## config.mk

```make
export PLATFORM = sky130hd
export DESIGN_NAME = head_ptr_table
export DESIGN_NICKNAME = d
export VERILOG_FILES = /design/src/rtl/head_ptr_table.sv
export SDC_FILE = /design/constraint.sdc
export NUM_CORES = 2
export LEC_CHECK = 0
export CAP_MARGIN = 20
export CORE_MARGIN = 3
export CORE_UTILIZATION = 60
export CTS_BUF_LIST = sky130_fd_sc_hd__clkbuf_4
export DETAILED_ROUTE_END_ITERATION = 10
export PLACE_DENSITY = 0.76
export SLEW_MARGIN = 20
export SYNTH_ARGS = -nofsm -noshare
export SYNTH_HDL_FRONTEND = slang
export SYNTH_SLANG_ARGS = --single-unit
```

## constraint.sdc

```tcl
create_clock -name clk_i -period 10.6 [get_ports clk_i]
set_clock_uncertainty 0.15 [all_clocks]
set_input_delay 3.18 -clock clk_i [delete_from_list [all_inputs] [get_ports clk_i]]
set_output_delay 3.18 -clock clk_i [all_outputs]
set_load 0.01 [all_outputs]
```

## src/rtl/head_ptr_table.sv

```systemverilog
// Bucket-head table: one {ptr_val, data_ptr} entry per hash bucket, fixed-latency reads with write-first forwarding, full-table clear sweep.
// Optional HEAD_TABLE_STATS_EN adds saturating read/write counters rd_cnt_o / wr_cnt_o.
module head_ptr_table #(
   parameter int unsigned BUCKET_WIDTH = 8,
   parameter int unsigned PTR_WIDTH    = 10,
   parameter int unsigned RD_LATENCY   = 2
) (
   input  logic                    clk_i,
   input  logic                    rst_i,
   input  logic [BUCKET_WIDTH-1:0] rd_bucket_i,
   input  logic                    rd_en_i,
   output logic [PTR_WIDTH-1:0]    rd_data_ptr_o,
   output logic                    rd_data_ptr_val_o,
   output logic                    rd_valid_o,
   input  logic [BUCKET_WIDTH-1:0] wr_bucket_i,
   input  logic [PTR_WIDTH-1:0]    wr_data_ptr_i,
   input  logic                    wr_data_ptr_val_i,
   input  logic                    wr_en_i,
   input  logic                    clear_ram_run_i,
   output logic                    clear_ram_done_o,
   output logic                    ready_o
`ifdef HEAD_TABLE_STATS_EN
   ,
   output logic [31:0]             rd_cnt_o,
   output logic [31:0]             wr_cnt_o
`endif
);

   localparam int unsigned DEPTH = 2**BUCKET_WIDTH;

   typedef enum logic [1:0] {IDLE, CLEAR, DONE} state_t;

   state_t                state, state_next;
   logic [BUCKET_WIDTH:0] cnt, cnt_inc;
   logic                  ready;
   logic                  idle;
   logic                  wr_accept;
   logic [PTR_WIDTH:0]    wr_entry;
   logic [PTR_WIDTH:0]    rd_entry;
   logic [PTR_WIDTH:0]    table_mem [DEPTH];
   logic                  s1_valid;
   logic [PTR_WIDTH:0]    s1_data;
   logic                  rsp_valid;
   logic [PTR_WIDTH:0]    rsp_data;

   assign idle      = (state == IDLE);
   assign wr_accept = wr_en_i && idle;
   assign wr_entry  = {wr_data_ptr_val_i, wr_data_ptr_i};

   always_comb begin
      state_next = state;
      cnt_inc    = cnt + 1'b1;
      case (state)
         IDLE:    if (clear_ram_run_i) state_next = CLEAR;
         // Counter MSB ends the sweep, so the index never wraps back to bucket 0
         CLEAR:   if (cnt_inc[BUCKET_WIDTH]) state_next = DONE;
         DONE:    state_next = IDLE;
         default: state_next = IDLE;
      endcase
   end

   // ready is registered so it reads 0 while reset is held, matching the other outputs
   always_ff @(posedge clk_i or negedge rst_i) begin
      if (!rst_i) begin
         state <= IDLE;
         cnt   <= '0;
         ready <= 1'b0;
      end else begin
         state <= state_next;
         ready <= (state_next == IDLE);
         cnt   <= (state == CLEAR) ? cnt_inc : '0;
      end
   end

   always_ff @(posedge clk_i) begin
      if (state == CLEAR)
         table_mem[cnt[BUCKET_WIDTH-1:0]] <= '0;
      else if (wr_accept)
         table_mem[wr_bucket_i] <= wr_entry;
   end

   // Same-cycle write to the read bucket is forwarded; reads outside IDLE return an empty entry
   always_comb begin
      rd_entry = '0;
      if (idle) begin
         if (wr_accept && (wr_bucket_i == rd_bucket_i))
            rd_entry = wr_entry;
         else
            rd_entry = table_mem[rd_bucket_i];
      end
   end

   always_ff @(posedge clk_i or negedge rst_i) begin
      if (!rst_i) begin
         s1_valid <= 1'b0;
         s1_data  <= '0;
      end else begin
         s1_valid <= rd_en_i;
         s1_data  <= rd_en_i ? rd_entry : '0;
      end
   end

   generate
      if (RD_LATENCY == 1) begin : g_lat1
         assign rsp_valid = s1_valid;
         assign rsp_data  = s1_data;
      end else begin : g_lat2
         logic               s2_valid;
         logic [PTR_WIDTH:0] s2_data;
         always_ff @(posedge clk_i or negedge rst_i) begin
            if (!rst_i) begin
               s2_valid <= 1'b0;
               s2_data  <= '0;
            end else begin
               s2_valid <= s1_valid;
               s2_data  <= s1_data;
            end
         end
         assign rsp_valid = s2_valid;
         assign rsp_data  = s2_data;
      end
   endgenerate

   assign rd_valid_o        = rsp_valid;
   assign rd_data_ptr_o     = rsp_data[PTR_WIDTH-1:0];
   assign rd_data_ptr_val_o = rsp_data[PTR_WIDTH];
   assign clear_ram_done_o  = (state == DONE);
   assign ready_o           = ready;

`ifdef HEAD_TABLE_STATS_EN
   logic [31:0] rd_cnt, wr_cnt;

   always_ff @(posedge clk_i or negedge rst_i) begin
      if (!rst_i) begin
         rd_cnt <= '0;
         wr_cnt <= '0;
      end else if (idle && clear_ram_run_i) begin
         rd_cnt <= '0;
         wr_cnt <= '0;
      end else begin
         if (idle && rd_en_i && (rd_cnt != '1)) rd_cnt <= rd_cnt + 32'd1;
         if (wr_accept && (wr_cnt != '1))       wr_cnt <= wr_cnt + 32'd1;
      end
   end

   assign rd_cnt_o = rd_cnt;
   assign wr_cnt_o = wr_cnt;
`endif

endmodule

```

==> flow_summary_export.csv <==
group,metric,value,unit
power,ir_drop,0.0931,mV
worst_hold_path,hold_path_class,"flip-flop to flip-flop",
setup_path,cp_top_family,"simple AND/OR/NAND/NOR gates",
finish,area_growth,10.4,%
global_route,overflow,0,
placed_design,dp.cells,7619,
setup_path,crit_path_end_kind,"flip-flop",
logic_synthesis,synth-xor-area-share,0.00119,
placed_design,io_buffer_count,45,
timing,worst_slack,4020,ps
logic_synthesis,ys_types,64,
drt,route.detailed.drc,0,
global_route,grt_max_degree,225,
status,status,"completed",
clock_network,clockBufferDepth,4,
drt,dr_total_vias,59500,
drt,wl_per_cell,33.6,µm
logic_synthesis,ys_async_sr_fraction,0.0126,
setup_path,cp_max_fo,39,
floorplanning,die_h,435,µm
floorplanning,die_area,189000,µm²
clock_network,clock-root-buffer,"clkbuf_4",
timing,rsz0062_at_grt,"no",
global_route,grt_pass1_wl,418000,µm
setup_path,crit_chain,"clkdlybuf4s50_1, nor3b_2, buf_4, nand3_1, o21ai_1, nand3_1, buf_4, nor2_1",
clock_network,post_cts_buffers,0,
clock_network,clk_latency,1410,ps
clock_network,cts-resized-gates,0,
drt,antenna_left,0,
timing,slew_viol_final,0,
global_route,grt_pass1_vias,58700,
clock_network,cts_made_buffers,691,
timing,fmax,152,MHz
placed_design,post_dp_cell_area,114000,µm²
setup_path,cp-start-kind,"input port",
drt,vias_per_cell,6.78,
logic_synthesis,synthAdderAreaFrac,0.000113,
logic_synthesis,syn_area,111000,µm²
timing,post-route-period-util,0.621,
finish,final_nets,5904,
finish,finalInstanceArea,122000,µm²
logic_synthesis,muxShareOfSynthArea,0.149,
logic_synthesis,syn_inst,5303,
placed_design,post-dp-hpwl,176000,µm
setup_path,crit_path_top_delay_cell,"nand3_1",
finish,fillers,11600,
clock_network,postCtsHoldBufs,0,
global_route,antenna_found_initial,17,
floorplanning,io_pins,46,
finish,drive_gt1_frac,0.292,
setup_path,cp.required,11370,ps
timing,period_needed,6580,ps
drt,drtIter0Drc,9202,
finish,final_util,0.671,
logic_synthesis,ys_ff_latch,2852,
logic_synthesis,syn_avg_cell_area,20.9,µm²
logic_synthesis,yosysWarnings,0,
setup_path,slowest_delay,1020,ps
clock_network,cts_tree,"yes",
floorplanning,die_width,435,µm
finish,final_cells,8781,
drt,dr.pass1.iters,8,
logic_synthesis,synth.net_count,5336,
placed_design,place_congestion,1.04,
logic_synthesis,synth_edf_count,2816,
power,power.total,22.7,mW
drt,drt_wl_total,295000,µm
timing,finalHoldViolations,0,
clock_network,clkSlewWorstSetupHoldPaths,60,ps
logic_synthesis,synth-simple-area-share,0.0299,
timing,worstMarginPinSlew,1210,ps
logic_synthesis,synth_compound_area_frac,0.0292,
job,cap_viol_max_count,0,
setup_path,crit_type,"input port to flip-flop",
clock_network,htree_levels,6,
timing,holdWs,211,ps
floorplanning,start_util,0.608,
setup_path,path_buf_inv,3,
logic_synthesis,yosysSeqAreaShare,0.773,
logic_synthesis,synth_ff_type,"edfxtp_1",
global_route,grt_usage,0.311,
power,powerDensity,186,nW/µm²
timing,fin_tns_setup,0,ps
floorplanning,std_cell_rows,156,
placed_design,dp_slack,2930,ps
timing,relSlewSlack,0.191,
power,p_leak,41.5,nW
floorplanning,core-area,182000,µm²
logic_synthesis,synth_top_family_by_area,"multiplexers",
timing,final-setup-viol-count,0,
setup_path,cp.arrival,7350,ps
clock_network,cts_sinks,2852,
## cell usage after synthesis (22+ instances only)
library cell	count	area, µm²
edfxtp_1	2816	84600
mux4_2	586	13200
nor2_1	344	1290
mux2i_1	330	3300
clkbuf_1	131	492
o22ai_1	127	795
nand2_1	124	465
nor3_1	69	345
o21ai_0	67	335
buf_2	64	320
nand3_1	63	315
a22oi_1	60	450
buf_6	50	563
o221ai_1	47	412
a211oi_1	43	323
dfrtp_1	36	901
a21oi_1	35	175
buf_4	31	233
nor4_1	30	188
buf_1	22	82.6
## state kept, by name, summed over array words and instances (netlist names)
| name | cells |
|---|---|
| cnt | 9 |
| g_lat2.s2_data | 11 |
| rd_valid_o | 1 |
| ready_o | 1 |
| s1_data | 11 |
| s1_valid | 1 |
| state | 2 |
| table_mem | 2816 |
## power breakdown
part / switching (mW) / internal [mW] / total [mW]
logic: 1.15 / 0.438 / 1.59
clock network: 4.19 / 4.41 / 8.60
registers: 0.0611 / 12.4 / 12.5
## layout by cell type, fill, tap and decap left out, types with 27 or more instances in the layout
cell	netlist	routed
nand3_1	63	51
a21oi_1	35	35
clkinv_1	1	127
buf_4	31	118
a22oi_1	60	60
nand2_1	124	123
clkdlybuf4s50_1	0	40
dfrtp_1	36	36
clkbuf_4	0	994
nor2_2	0	51
a211oi_1	43	43
o21ai_0	67	67
mux4_2	586	586
edfxtp_1	2816	2816
mux2i_1	330	330
nor2_1	344	290
o22ai_1	127	127
nor3_1	69	69
nor4_1	30	27
o221ai_1	47	47
## cell families (layout without fill, tap and decap cells)
kind of cell               after synthesis  in the layout
muxes                                  917            917
other                                    0              7
DFF                                   2852           2852
buffers and inverters                  315           1337
and+or+nand+nor                        733            733
xor gates and xnor gates                15             15
adders and majority gates                1              1
AOI/OAI and AO/OA                      470            470
## worst paths after layout
| path | startpoint | end | slack [ps] | depth (start not counted) |
|---|---|---|---|---|
| max reg2reg | state[0]$_DFF_PN0_ | table_mem[107][5]$_DFFE_PP_ | 5900 | 7 |
| min | s1_valid$_DFF_PN0_ | rd_valid_o$_DFF_PN0_ | 210 | 0 |
| min in group asynchronous | rst_i | g_lat2.s2_data[4]$_DFF_PN0_ | 1740 | 2 |
| min reg2reg | s1_valid$_DFF_PN0_ | rd_valid_o$_DFF_PN0_ | 210 | 0 |
| max in group asynchronous | rst_i | s1_valid$_DFF_PN0_ | 7990 | 2 |
| max | wr_en_i | table_mem[107][5]$_DFFE_PP_ | 4020 | 8 |
## per-layer routing
layer	track usage	wire length, µm	part of all wire	up-vias
li1	-	-	-	23700
met4	0.176	17600	0.060	18
met1	0.413	101000	0.34	30300
met5	0	126	0.00043	-
met3	0.115	41800	0.14	865
met2	0.449	134000	0.45	4697
## area by class of cell
cell class / instances / area (µm²) / area share
Inverter: 3 / 18.8 / 0.000154
Tap cell: 2449 / 3060 / 0.0251
Antenna cell: 7 / 17.5 / 0.000144
Timing Repair Buffer: 187 / 1800 / 0.0148
Clock inverter: 155 / 749 / 0.00614
Sequential cell: 2852 / 85500 / 0.700
Clock buffer: 992 / 7450 / 0.0610
Multi-Input combinational cell: 2136 / 23500 / 0.192
No activity file was read; power rests on OpenSTA's default activity.
